### src/rtl/memory_sequencer_if.sv
// Client command/response bus of the memory sequencer.
// The client (CPU or loader) is the master; the sequencer is the slave.
interface memory_sequencer_if #(
    parameter int AddrWidth = 8,
    parameter int DataWidth = 16,
    parameter int LenWidth  = 8
) ();
    logic                 Req;
    logic                 Ready;
    logic                 Cmd_Write;
    logic [AddrWidth-1:0] Cmd_Addr;
    logic [LenWidth-1:0]  Cmd_Len;
    logic [DataWidth-1:0] Cmd_Data;
    logic [DataWidth-1:0] Rd_Data;
    logic                 Rd_Valid;
    logic                 Done;
    logic                 Busy;

    modport master (
        output Req, Cmd_Write, Cmd_Addr, Cmd_Len, Cmd_Data,
        input  Ready, Rd_Data, Rd_Valid, Done, Busy
    );

    modport slave (
        input  Req, Cmd_Write, Cmd_Addr, Cmd_Len, Cmd_Data,
        output Ready, Rd_Data, Rd_Valid, Done, Busy
    );
endinterface

### src/rtl/memory_sequencer.sv
// Burst read/fill sequencer for a single-port negedge BRAM.
// Control outputs change on posedge only, so the memory sees stable
// enables, address and data at its negedge; that half-cycle offset lets
// a read word be captured on the very next posedge, giving 1 word/cycle.
module memory_sequencer #(
    parameter int AddrWidth = 8,
    parameter int DataWidth = 16,
    parameter int LenWidth  = 8
) (
    input  logic                 Clk,
    input  logic                 Reset,
    memory_sequencer_if.slave    cmd,
    output logic [AddrWidth-1:0] Mem_Address,
    output logic [DataWidth-1:0] Mem_DIn,
    output logic                 Mem_En,
    output logic                 Mem_Write_EN,
    input  logic [DataWidth-1:0] Mem_DOut
);

    typedef enum logic [1:0] {
        IDLE  = 2'd0,
        READ  = 2'd1,
        WRITE = 2'd2
    } state_t;

    state_t               state_q, state_d;
    logic [AddrWidth-1:0] addr_q, addr_d;
    logic [DataWidth-1:0] din_q, din_d;
    logic [LenWidth-1:0]  count_q, count_d;
    logic                 mem_en_q, mem_en_d;
    logic                 wr_en_q, wr_en_d;
    logic [DataWidth-1:0] rd_data_q, rd_data_d;
    logic                 rd_valid_q, rd_valid_d;
    logic                 done_q, done_d;
    logic                 busy_q, busy_d;

    // Only Ready is combinational: it must drop immediately under Reset.
    assign cmd.Ready    = (state_q == IDLE) & ~Reset;
    assign cmd.Rd_Data  = rd_data_q;
    assign cmd.Rd_Valid = rd_valid_q;
    assign cmd.Done     = done_q;
    assign cmd.Busy     = busy_q;
    assign Mem_Address  = addr_q;
    assign Mem_DIn      = din_q;
    assign Mem_En       = mem_en_q;
    assign Mem_Write_EN = wr_en_q;

    // Next-state and registered-output logic; strobes default low each cycle.
    always_comb begin
        state_d    = state_q;
        addr_d     = addr_q;
        din_d      = din_q;
        count_d    = count_q;
        mem_en_d   = mem_en_q;
        wr_en_d    = wr_en_q;
        rd_data_d  = rd_data_q;
        rd_valid_d = 1'b0;
        done_d     = 1'b0;

        unique case (state_q)
            IDLE: begin
                mem_en_d = 1'b1;
                wr_en_d  = 1'b1;
                if (cmd.Req) begin
                    // Command fields are captured only here; the enables go
                    // low now so the memory acts on the following negedge.
                    addr_d   = cmd.Cmd_Addr;
                    din_d    = cmd.Cmd_Data;
                    count_d  = cmd.Cmd_Len;
                    mem_en_d = 1'b0;
                    wr_en_d  = ~cmd.Cmd_Write;
                    state_d  = cmd.Cmd_Write ? WRITE : READ;
                end
            end
            READ: begin
                // DOut was produced by the negedge in the middle of this beat.
                rd_data_d  = Mem_DOut;
                rd_valid_d = 1'b1;
                if (count_q != '0) begin
                    addr_d  = addr_q + AddrWidth'(1);
                    count_d = count_q - LenWidth'(1);
                end else begin
                    mem_en_d = 1'b1;
                    done_d   = 1'b1;
                    state_d  = IDLE;
                end
            end
            WRITE: begin
                if (count_q != '0) begin
                    addr_d  = addr_q + AddrWidth'(1);
                    count_d = count_q - LenWidth'(1);
                end else begin
                    mem_en_d = 1'b1;
                    wr_en_d  = 1'b1;
                    done_d   = 1'b1;
                    state_d  = IDLE;
                end
            end
            default: begin
                mem_en_d = 1'b1;
                wr_en_d  = 1'b1;
                state_d  = IDLE;
            end
        endcase

        busy_d = (state_d != IDLE);
    end

    // State and output registers; reset aborts any burst in flight.
    always_ff @(posedge Clk) begin
        if (Reset) begin
            state_q    <= IDLE;
            addr_q     <= '0;
            din_q      <= '0;
            count_q    <= '0;
            mem_en_q   <= 1'b1;
            wr_en_q    <= 1'b1;
            rd_data_q  <= '0;
            rd_valid_q <= 1'b0;
            done_q     <= 1'b0;
            busy_q     <= 1'b0;
        end else begin
            state_q    <= state_d;
            addr_q     <= addr_d;
            din_q      <= din_d;
            count_q    <= count_d;
            mem_en_q   <= mem_en_d;
            wr_en_q    <= wr_en_d;
            rd_data_q  <= rd_data_d;
            rd_valid_q <= rd_valid_d;
            done_q     <= done_d;
            busy_q     <= busy_d;
        end
    end

endmodule

### src/flat_wrapper.sv
// flat-port wrapper written by rule: the top's interface ports become plain ports
module memory_sequencer_flat 
#(
    parameter int AddrWidth = 8,
    parameter int DataWidth = 16,
    parameter int LenWidth  = 8
)
  (Clk, Reset, Mem_Address, Mem_DIn, Mem_En, Mem_Write_EN, Mem_DOut, cmd_Req, cmd_Cmd_Write, cmd_Cmd_Addr, cmd_Cmd_Len, cmd_Cmd_Data, cmd_Ready, cmd_Rd_Data, cmd_Rd_Valid, cmd_Done, cmd_Busy);
  memory_sequencer_if #(.AddrWidth(AddrWidth), .DataWidth(DataWidth), .LenWidth(LenWidth)) cmd_i ();
  input  logic Clk;
  input  logic Reset;
  output logic [AddrWidth-1:0] Mem_Address;
  output logic [DataWidth-1:0] Mem_DIn;
  output logic Mem_En;
  output logic Mem_Write_EN;
  input  logic [DataWidth-1:0] Mem_DOut;
  input wire logic [$bits(cmd_i.Req)-1:0] cmd_Req;
  input wire logic [$bits(cmd_i.Cmd_Write)-1:0] cmd_Cmd_Write;
  input wire logic [$bits(cmd_i.Cmd_Addr)-1:0] cmd_Cmd_Addr;
  input wire logic [$bits(cmd_i.Cmd_Len)-1:0] cmd_Cmd_Len;
  input wire logic [$bits(cmd_i.Cmd_Data)-1:0] cmd_Cmd_Data;
  output wire logic [$bits(cmd_i.Ready)-1:0] cmd_Ready;
  output wire logic [$bits(cmd_i.Rd_Data)-1:0] cmd_Rd_Data;
  output wire logic [$bits(cmd_i.Rd_Valid)-1:0] cmd_Rd_Valid;
  output wire logic [$bits(cmd_i.Done)-1:0] cmd_Done;
  output wire logic [$bits(cmd_i.Busy)-1:0] cmd_Busy;
  assign cmd_i.Req = cmd_Req;
  assign cmd_i.Cmd_Write = cmd_Cmd_Write;
  assign cmd_i.Cmd_Addr = cmd_Cmd_Addr;
  assign cmd_i.Cmd_Len = cmd_Cmd_Len;
  assign cmd_i.Cmd_Data = cmd_Cmd_Data;
  assign cmd_Ready = cmd_i.Ready;
  assign cmd_Rd_Data = cmd_i.Rd_Data;
  assign cmd_Rd_Valid = cmd_i.Rd_Valid;
  assign cmd_Done = cmd_i.Done;
  assign cmd_Busy = cmd_i.Busy;
  memory_sequencer #(.AddrWidth(AddrWidth), .DataWidth(DataWidth), .LenWidth(LenWidth)) u_core (.Clk(Clk), .Reset(Reset), .cmd(cmd_i), .Mem_Address(Mem_Address), .Mem_DIn(Mem_DIn), .Mem_En(Mem_En), .Mem_Write_EN(Mem_Write_EN), .Mem_DOut(Mem_DOut));
endmodule
### config.mk
export PLATFORM = sky130hd
export DESIGN_NAME = memory_sequencer_flat
export DESIGN_NICKNAME = d
export VERILOG_FILES = /design/src/rtl/memory_sequencer_if.sv /design/src/rtl/memory_sequencer.sv /design/src/flat_wrapper.sv
export SDC_FILE = /design/constraint.sdc
export NUM_CORES = 1
export LEC_CHECK = 0
export CORE_AREA = 2 2 76 78
export CTS_BUF_LIST = sky130_fd_sc_hd__clkbuf_2
export DETAILED_ROUTE_END_ITERATION = 12
export DIE_AREA = 0 0 78 80
export PLACE_DENSITY_LB_ADDON = 0.3
export SETUP_SLACK_MARGIN = 0.05
export SLEW_MARGIN = 20
export SYNTH_ARGS = -nofsm -noshare
export SYNTH_HDL_FRONTEND = slang
export SYNTH_SLANG_ARGS = --single-unit
export TNS_END_PERCENT = 100
### constraint.sdc
create_clock -name Clk -period 3.25 [get_ports Clk]
set_input_delay 0.4875 -clock Clk [delete_from_list [all_inputs] [get_ports Clk]]
set_output_delay 0.4875 -clock Clk [all_outputs]
set_load 0.005 [all_outputs]
==> results by group <==
Synth
  • Dominant synthesized flop cell: dfxtp_1
  • Number of flops mapped to enable cells by yosys: 0
  • Simple-gate share of the synthesized area: 0.217
  • Post-synthesis sequential element count: 55
  • Synthesized area: 2550 um^2
  • Syn Nets: 357
  • Sequential share of the synthesized area: 0.431
  • Synth unique cells: 49
  • Synth warn: 0
  • Synthesized area per cell: 8.57 um^2
  • FFs w/ async S/R, synth: 0
  • Cell count after synthesis: 298
  • Share of synthesized cell area in full adder, half adder and majority cells: 0.0343
  • Largest family of logic cells by synthesized area: simple AND/OR/NAND/NOR gates
  • Compound-gate portion of the synthesized area: 0.191
  • Xor/xnor share of the synthesized area: 0
  • Post-synthesis mux area share: 0.0706

STA
  • Final WS setup: 0.779 ns
  • Final count of negative-setup-slack endpoints: 0
  • Worst-margin pin slew: 1.01 ns
  • Clk_skew: 0.0305 ns
  • Final worst-path cycle share: 0.760
  • Fmax: 0.405 GHz
  • Pins Over Slew Limit: 0
  • Final setup TNS: 0 ns
  • Fin. Hold Viols: 0
  • RSZ-0062 raised after global routing: no
  • Slew margin rel.: 0.329
  • Min Tclk post-route: 2.47 ns

Critical path
  • Worst endpoint required time: 3.63 ns
  • Crit end category: flop
  • Crit-path max FO: 24
  • WS Path Type: flop to flop
  • Worst EP arrival: 2.85 ns
  • Startpoint types: flop

Routing
  • Routed len/inst: 14.1 um
  • DR vias/cell: 5.33
  • Pre-Repair DR Iteration Count: 4
  • DRC Markers: 0
  • DR iter-0 viols: 100
  • DR vias: 2,434
  • Routed Wire Length: 6450 um
  • Detail Route Antenna Nets: 0

Min path
  • Worst Hold Class: flop to flop

Finish
  • # fillers: 466
  • # nets final: 443
  • Final design area excluding fillers: 3560 um^2
  • Non-Filler Instances: 457
  • Most frequent cells in the layout: 96 x clkdlybuf4s50_1, 55 x dfxtp_1, 40 x nand2_1
  • Ant. Diodes: 0
  • Layout cells sized above 1: 0.0519
  • Area grow syn2layout: 39.7%
  • Most common cell after layout, fill and taps aside: clkdlybuf4s50_1

Floorplan
  • Core Region: 5410 um^2
  • Initial Util: 0.472
  • Die Ht: 80 um
  • Placement row count: 27
  • Die ar.: 6240 um^2
  • Die Wd: 78 um
  • IO Pins: 98

Clock network
  • Setup bufs post-CTS: 0
  • PostCTS Resize Cnt: 0
  • CTS tree: yes
  • Hold_buf cts: 0
  • Clock Sinks: 55
  • Worst-Skew Late Latency: 0.45 ns
  • Num CTS Buffers: 5
  • Worst-path clk slew: 0.26 ns
  • CTS root buffer: clkbuf_2
  • CTS Buffer Depth: 2
  • Htree depth: 2

Global routing
  • Antenna violations before repair: 0
  • Tot GR Track Use: 0.209
  • Largest net degree at the start of global routing: 34
  • GR Overflow Total: 0
  • Vias in the first global route: 2,376
  • First-pass GRT wire length: 10,500 um

Place
  • Pre-CTS setup slack: 0.866 ns
  • Dpl cells: 449
  • RD Place Congestion: 0.845
  • Port Buf Inserts: 97
  • Placed wire-length estimate: 4770 um
  • Post-DP Area: 3520 um^2

Power and ir drop
  • Power Density: 427 nW/um^2
  • Leak Pwr: 1.29 nW
  • Worst vdd ir: 0.000306 V

Run
  • Max-cap viol count: 0

Run status
  • Outcome: finished clean
-- synthesized netlist by cell type (2+ instances only) --
cell type  number  share of area
nor2_1         25          0.037
nor2b_1         8          0.020
nor3b_1         2         0.0059
o211ai_1        4          0.012
inv_1           9          0.013
nand3_1        12          0.024
nor4_1          3         0.0074
nand2_1        40          0.059
nand2b_1        2         0.0049
a32oi_1         2         0.0069
mux2i_1        18          0.071
buf_2           4         0.0078
buf_4           6          0.018
or3_1           2         0.0049
a211oi_1        3         0.0088
o21ai_0         7          0.014
nor3_1          6          0.012
a311o_1         2         0.0078
a221oi_2        2          0.012
o41ai_1         3          0.010
clkbuf_1        9          0.013
dfxtp_1        55           0.43
ha_1            7          0.034
o31ai_1         5          0.015
a21oi_1        37          0.073
and4_1          2         0.0069
-- critical path, cell delays in order (launching register included) --
cell,delay [ns]
dfxtp_1,0.47
inv_1,0.10
ha_1,0.52
inv_1,0.42
a211o_1,0.38
or3_1,0.32
a41oi_1,0.19
-- kinds of logic after synthesis --
family	after synthesis
buf+inv	30
compound gates	75
fa+ha+maj	7
flops	55
mux	18
simple gates	113
-- stage by stage --
| stage | hold slack, ns | power [W] | util |
|---|---|---|---|
| final | 0.474 | 0.00152 | 0.659 |
| after global routing | 0.486 | 0.00162 | 0.659 |
| after CTS | 0.468 | 0.00154 | 0.659 |
| after detailed placement | 0.449 | 0.00127 | 0.651 |
| after global placement | 0.442 | 0.00126 | 0.651 |
| after floorplan | 0.452 | 0.00106 | - |
-- registers in the layout, indices dropped and copies added (netlist names) --
register and cells:
u_core.cmd.Rd_Valid 1, u_core.count_q 8, u_core.Mem_Address 8, u_core.cmd.Busy 1, u_core.Mem_Write_EN 1, u_core.cmd.Done 1, u_core.Mem_DIn 16, u_core.cmd.Rd_Data 16
u_core.state_q 2, u_core.Mem_En 1
-- metal layers --
metal  wire, um  share of wire  global-route usage
met1       2700           0.42               0.241
met5          0              0                   0
met2       3290           0.51               0.373
met4         62         0.0096              0.0579
met3        387          0.060              0.0645
-- power by group --
group / switching, W / total (W) / internal [W]
Sequential: 0.0000485 / 0.000784 / 0.000735
Combinational: 0.000225 / 0.000469 / 0.000244
Clock: 0.000216 / 0.000270 / 0.0000540
-- layout make-up --
cell class,count,area (um^2),area share
clock inverters,3,18.8,0.00527
clock buffers,5,25.0,0.00702
repair buffers,100,988,0.277
flip-flops and latches,55,1100,0.309
inverters,9,33.8,0.00948
multi-input cells,213,1310,0.367
well taps,72,90.1,0.0253
-- worst paths after layout --
| kind | startpoint | endpoint | slack, ns | cells after the start |
|---|---|---|---|---|
| worst max-delay path | u_core.state_q[1] | u_core.count_q[7] | 0.78 | 6 |
| worst min-delay path | u_core.Mem_DIn[10] | u_core.Mem_DIn[10] | 0.47 | 2 |
| worst max register to register | u_core.state_q[1] | u_core.count_q[7] | 0.78 | 6 |
| worst min register to register | u_core.Mem_DIn[10] | u_core.Mem_DIn[10] | 0.47 | 2 |
Note: power is estimated with default switching activity, not from simulation.
==> RTL edit (same settings) <==
Re-encode `state_t` (3 states) as one-hot, 3 bits wide.
--- a/src/rtl/memory_sequencer.sv
+++ b/src/rtl/memory_sequencer.sv
@@ -17,10 +17,10 @@
     input  logic [DataWidth-1:0] Mem_DOut
 );
 
-    typedef enum logic [1:0] {
-        IDLE  = 2'd0,
-        READ  = 2'd1,
-        WRITE = 2'd2
+    typedef enum logic [2:0] {
+        IDLE  = 3'b001,
+        READ  = 3'b010,
+        WRITE = 3'b100
     } state_t;
 
     state_t               state_q, state_d;
Function: same outputs for any inputs over 10 cycles, from zero or initial values and one cycle with Reset high; not proved beyond that.
==> RTL edit against the original RTL <==
  * Hold slack worse by 0.0040 ns
  * Area after synthesis is 3.0% lower
  * Sequential cell count is 1 higher
  * Routed wire length is 1.9% higher
  * Total power is 7.6% lower
  * Cell area is 1.5% lower
  * Combinational power is 33% lower
  * Register-to-register slack better by 0.25 ns
  * Synthesized cell count is 1.0% higher
  * Setup slack worse by 0.27 ns
  * Largest cell class unchanged
  * Highest routed layer unchanged
==> RTL edit: results (changes against the original RTL) <==
The portion of netlist area occupied by mux cells is 0% (was 7.06%). Cell types occupying the most area after synthesis: dfxtp_1 45%, nand2_1 11%, a21oi_1 8.1% (was dfxtp_1 43%, a21oi_1 7.3%, mux2i_1 7.1%). The register area share after synthesis came out at 45.3% (was 43.1%).

The family of cells with the greatest summed delay on the critical path is buffers and inverters (was compound AO/OA/AOI/OAI gates). The met3 wirelength from detailed routing came to 485 um (was 387 um). The via count of the first global-routing pass came to 2154 (was 2376).

The met2 wire length is 3.05 mm (was 3.29 mm). The maximum number of pins on one net before global-route repair was 64 (was 34). The share of final-layout standard cells stronger than drive strength 1 is 4.94% (was 5.19%).

The met3 routing resource usage after global routing is 4.30% (was 6.45%). The placed cell count is 451 (was 449). The latest clock arrival within the worst-skew pair came to 0.43 ns (was 0.45 ns). The number of distinct library cell variants in the gate-level netlist after synthesis came out at 48 (was 49).

The total routing resource utilization after global routing is 20.6% (was 20.9%). The xor-xnor portion of the synthesized cell area came out at 1.36% (was 0%). The leakage power is 0.00120 uW (was 0.00129 uW). The met1 track demand over resource in global routing is 28.5% (was 24.1%).

The total placed instance area came out at 0.00346 mm2 (was 0.00352 mm2). The critical path's slowest cell is dfxtp_1 (was ha_1). The post-synthesis net count came out at 356 (was 357).

The wire length reported by the detailed router came out at 6.57 mm (was 6.45 mm). The number of instances in the synthesized netlist is 301 (was 298). Status: finished clean (unchanged).

The number of nets in the finished design came to 441 (was 443). The worst clock skew on the final layout was 0.0122 ns (was 0.0305 ns). The critical path's largest stage delay came to 0.72 ns (was 0.52 ns).

The worst supply voltage drop on vdd is 234 uV (was 306 uV). The detailed placement HPWL was 4.51 mm (was 4.77 mm). The post-place setup slack was 1.02 ns (was 0.866 ns).

The largest driver fanout on the critical path is 15 (was 24). The first-pass GRT wire length came to 10.4 mm (was 10.5 mm). The met1 wire length came out at 2.93 mm (was 2.70 mm). The weighted congestion at the end of routability-driven global placement is 0.859 (was 0.845). The adder and majority gate portion of the synthesized area is 1.52% (was 3.43%). The number of inserted filler cells in the final layout is 475 (was 466). The slew at the pin with the worst max-slew slack came out at 1.02 ns (was 1.01 ns).

The total via count in the routed design came out at 2483 (was 2434). The met2 track utilization from global routing came out at 32.2% (was 37.3%).
RTL edit: cell count changes after synthesis, moves of 7 or more:
cell     before  now
nand2_1      40   74
mux2i_1      18    0
nor2_1       25   11
nor2b_1       8    0
o32ai_1       0    7
RTL edit: cell type report:
cell class / instances / share of cell area, %
inverters: 4 / 0.428
clock inverters: 1 / 0.855
well taps: 72 / 2.57
flip-flops and latches: 56 / 31.9
multi-input cells: 219 / 35.4
repair buffers: 100 / 28.1
clock buffers: 5 / 0.713
RTL edit: through the flow:
step	utilization [%]	hold WS (ns)
3_3_place_gp	64.0	0.441
2_1_floorplan	-	0.453
4_1_cts	65.0	0.472
5_1_grt	65.0	0.490
3_5_place_dp	64.0	0.446
6_report	65.0	0.470
RTL edit: report_power, final:
part	leakage, uW	switching, uW	internal, uW
sequential	0.000458	39.8	728
clock	0.0000349	204	122
combinational	0.000707	143	171
RTL edit: cell families after synthesis:
group	after synthesis
flip-flops	56
AO/OA/AOI/OAI	78
XOR/XNOR	3
adder cells (fa/ha/maj)	3
buffers and inverters	26
AND/OR/NAND/NOR	135
RTL edit: worst paths after layout:
path | startpoint | end | slack [ns] | cells after the start
worst min-delay path | u_core.cmd.Rd_Data[13] | u_core.cmd.Rd_Data[13] | 0.47 | 2
worst min register to register | u_core.cmd.Rd_Data[13] | u_core.cmd.Rd_Data[13] | 0.47 | 2
worst max-delay path | u_core.state_q[0] | cmd_Ready | 0.50 | 3
worst max register to register | u_core.state_q[1] | u_core.Mem_Address[4] | 1.03 | 4
RTL edit: worst reg2reg max path: cells and delay by family (launching register included):
family,cells,cell delay (ns)
compound gates,2,0.35
xor+xnor,1,0.86
flops,1,0.47
simple gates,1,0.45
